File: src/rtl/dmni_hermes_rx_buffer.sv
// Credit-based receive FIFO between the Hermes router local port and the
// DMNI DMA. Each entry stores {eop, flit}. The block reports its occupancy
// and how many complete packets it holds, so DMA control can see that a
// whole packet is waiting before it starts a transfer.
module dmni_hermes_rx_buffer #(
  parameter int HERMES_FLIT_SIZE = 32,
  parameter int BUFFER_SIZE      = 8
) (
  input  logic                              clk_i,
  input  logic                              rst_i,
  input  logic                              rx_i,
  input  logic                              eop_i,
  input  logic [HERMES_FLIT_SIZE-1:0]       data_i,
  output logic                              credit_o,
  output logic                              rx_o,
  output logic                              eop_o,
  output logic [HERMES_FLIT_SIZE-1:0]       data_o,
  input  logic                              credit_i,
  output logic [$clog2(BUFFER_SIZE):0]      occupancy_o,
  output logic [$clog2(BUFFER_SIZE):0]      pkt_count_o
);

  localparam int PTR_W = $clog2(BUFFER_SIZE);
  localparam int CNT_W = PTR_W + 1;
  localparam logic [CNT_W-1:0] FULL_CNT = CNT_W'(BUFFER_SIZE);

  logic [HERMES_FLIT_SIZE:0] mem [BUFFER_SIZE];
  logic [PTR_W-1:0]          rd_ptr;
  logic [PTR_W-1:0]          wr_ptr;
  logic [CNT_W-1:0]          count;
  logic [CNT_W-1:0]          pkts;
  logic                      push;
  logic                      pop;
  logic                      push_eop;
  logic                      pop_eop;

  // Handshakes depend only on registered state, so credit_o never looks at
  // credit_i: a full buffer refuses a flit even when the head leaves that cycle.
  assign credit_o    = (count != FULL_CNT);
  assign rx_o        = (count != '0);
  assign push        = rx_i && credit_o;
  assign pop         = rx_o && credit_i;
  assign push_eop    = push && eop_i;
  assign pop_eop     = pop && eop_o;
  assign data_o      = mem[rd_ptr][HERMES_FLIT_SIZE-1:0];
  assign eop_o       = mem[rd_ptr][HERMES_FLIT_SIZE];
  assign occupancy_o = count;
  assign pkt_count_o = pkts;

  // Storage array: written on an accepted flit, never reset.
  always_ff @(posedge clk_i) begin
    if (push) begin
      mem[wr_ptr] <= {eop_i, data_i};
    end
  end

  // Pointers, occupancy and packet count; reset wins over push/pop.
  always_ff @(posedge clk_i) begin
    if (rst_i) begin
      rd_ptr <= '0;
      wr_ptr <= '0;
      count  <= '0;
      pkts   <= '0;
    end else begin
      if (push) begin
        wr_ptr <= wr_ptr + PTR_W'(1);
      end
      if (pop) begin
        rd_ptr <= rd_ptr + PTR_W'(1);
      end
      case ({push, pop})
        2'b10:   count <= count + CNT_W'(1);
        2'b01:   count <= count - CNT_W'(1);
        default: count <= count;
      endcase
      case ({push_eop, pop_eop})
        2'b10:   pkts <= pkts + CNT_W'(1);
        2'b01:   pkts <= pkts - CNT_W'(1);
        default: pkts <= pkts;
      endcase
    end
  end

endmodule

File: config.mk
export PLATFORM = sky130hd
export DESIGN_NAME = dmni_hermes_rx_buffer
export DESIGN_NICKNAME = d
export VERILOG_FILES = /design/src/rtl/dmni_hermes_rx_buffer.sv
export SDC_FILE = /design/constraint.sdc
export NUM_CORES = 1
export LEC_CHECK = 0
export CAP_MARGIN = 15
export CORE_MARGIN = 1.5
export CORE_UTILIZATION = 50
export DETAILED_ROUTE_END_ITERATION = 16
export DONT_BUFFER_PORTS = 1
export PLACE_DENSITY = 0.63
export RECOVER_POWER = 50
export SYNTH_ARGS = -nofsm -noshare
export SYNTH_HDL_FRONTEND = slang
export SYNTH_SLANG_ARGS = --single-unit
File: constraint.sdc
create_clock -name clk_i -period 6.43 [get_ports clk_i]
set_input_delay 1.6075 -clock clk_i [delete_from_list [all_inputs] [get_ports clk_i]]
set_output_delay 1.6075 -clock clk_i [all_outputs]
set_load 0.01 [all_outputs]
==> flow_summary.ini <==
[run_status]
status = finished, final reports clean

[yosys]
syn-instance-count = 483
syn_area_sq_um = 11000
synth_top_area_share_pct = 71.8
ys_warn_count = 0
ys_seq_area_share_pct = 74.8
avgSynthCellArea_sq_um = 22.9
synth_nets = 529
async_flop_share_pct = 0
yosysTopAreaCell = edfxtp_1
yosysUniqueCellTypes = 34
synth_edf_count = 264
synth_area_leaders = edfxtp_1, mux4_1, mux2_2
ys_ff_latch = 281
yosys_most_used_dff = edfxtp_1

[final_layout]
antenna_cells = 0
instances_no_fill = 807
fillers = 1569
drive_above_1_share_pct = 20.5
area_delta_synth_final_pct = 11.9
mostFrequentLayoutCell = edfxtp_1
final_nets = 552
final_core_utilization_pct = 56.8
final_cell_mix = edfxtp_1, mux4_1, mux2_2, clkbuf_16

[place]
hpwlAfterDp_um = 10800
pre_cts_slack_ps = 2490
portBuffers = 0
place_congestion = 0.661
placedCellCount = 756

[detailed_routing]
postRouteAntennaNets = 0
drt-wirelength-per-cell_um = 24.4
vias_per_cell = 5.88
first_iter_violations = 290
firstDrtPassIters = 4
postRouteWirelength_um = 19700
via_count = 4747
drc = 0

[critical_path]
slowest_stage = dfxtp_4
cp-end-kind = output port
cp_top_family = multiplexers
cp_num_buf_inv = 1
critPathLaunchType = flop
max_stage_delay_ps = 780
arrival_ps = 2860
path_max_fanout = 38
worstPathRequired_ps = 4820
critical_path.cell_chain = buf_4 -> mux4_1 -> mux2_2
crit_type = flop to output port

[floorplanning]
rows = 54
die_area_sq_um = 23000
die_w_um = 152
core_area_sq_um = 21800
die_y_um = 152
start_util_pct = 50.8
pin_count = 80

[sta]
setup_violations = 0
slew_headroom_pct = 23.7
finalClockSkew_ps = 9.90
grt_setup_unrepaired = false
period_share_pct = 69.5
setup_tns_ps = 0
post-route-min-period_ps = 4470
setup_ws_ps = 1960
worst_pin_slew_ps = 1140
fmax_mhz = 224
finalHoldViolCount = 0
maxSlewViolCount = 0

[grt]
track_usage_pct = 18.0
grt_first_pass_wirelength_um = 30200
grt_pass1_vias = 5174
grt_max_degree = 41
antenna_found_initial = 0
overflow = 0

[pwr]
powerDensity_nw_per_um2 = 385
ir_drop_mv = 0.244
total_power_mw = 4.76
power_leakage_nw = 3.96

[clocking]
cts_hold_buffers = 0
cts-root-buf = clkbuf_16
post_cts_resized = 0
clk_latency_ps = 540
cts_tree = built
cts_buffer_depth = 3
cts.sinks = 281
htree_num_levels = 1
cts_buffers = 28
cts_setup_buffers = 0
clkTransAtPathRegs_ps = 60

[min_path]
hp-class = flop to flop
min_from = pkt_count_o[3]

[flow_run]
drv_cap = 0
## registers in the layout, summed over array words and instances (netlist names), named ones only
signal       flops
mem            264
occupancy_o      4
pkt_count_o      4
rd_ptr           3
wr_ptr           3
## layout make-up
type                       count  area [sq um]  area share (%)
clock buffer                  37           776            6.27
timing repair buffer          15           105           0.850
inverter                       3          11.3          0.0911
sequential                   281          8270            66.9
tap                          280           350            2.83
multi-input combinational    177          2650            21.4
clock inverter                14           201            1.63
## worst reg2reg max path, cell delays in order (launching register included)
cell     delay, ps
dfxtp_4        780
mux4_1         680
mux2_2         330
and2_1         180
ha_1           230
ha_1           340
a21oi_1        210
a21oi_1        110
or4_1          470
a21oi_1        150
## final timing paths
path	cells after the start	slack (ps)	to
hold / removal	2	530	pkt_count_o[3]
setup reg to reg	9	2890	pkt_count_o[3]
setup / recovery	3	1960	data_o[21]
hold reg to reg	2	530	pkt_count_o[3]
## stage by stage
step / instance area (sq um) / hold WS [ps]
finish: 12400 / 530
global route: 12400 / 576
CTS: 12400 / 534
detailed placement: 11400 / 523
global placement: 11400 / 501
floorplan: 11000 / 485
## cells in the mapped netlist, drive strengths merged (2+ instances only)
cell / instances
a21oi: 8
buf: 15
clkbuf: 7
dfxtp: 17
edfxtp: 264
ha: 8
inv: 3
mux2: 35
mux2i: 2
mux4: 66
nand2: 5
nand2b: 2
nand3: 5
nor2: 17
nor3: 5
or4: 2
xor2: 8
## power by group
group | switching (mW) | leakage, nW | total, mW | internal (mW)
Clock | 0.648 | 0.473 | 1.69 | 1.05
Sequential | 0.128 | 2.54 | 2.27 | 2.15
Combinational | 0.379 | 0.951 | 0.789 | 0.410
Total | 1.15 | 3.96 | 4.76 | 3.60
## layer usage
layer  routed length (um)  GRT usage (%)  vias to the layer above  share of wire (%)
met5                    0              0                        -                  0
met4                  393           5.14                        0                2.0
met3                 1310           4.58                       30                6.6
met2                 9610           29.8                      104                 49
met1                 8410           23.8                     2503                 43
li1                     -              -                     2110                  -
## logic make-up (layout without fill, tap and decap cells)
kind of cell / Yosys count / in the layout / share of synthesized area, %
xor gates and xnor gates: 9 / 9 / 0.714
AOI/OAI and AO/OA: 13 / 13 / 0.736
adders and majority gates: 9 / 9 / 1.09
muxes: 103 / 103 / 19.2
DFF: 281 / 281 / 74.8
buffers and inverters: 25 / 69 / 1.47
and+or+nand+nor: 43 / 43 / 1.97
Note: power is estimated with default switching activity, not from simulation.
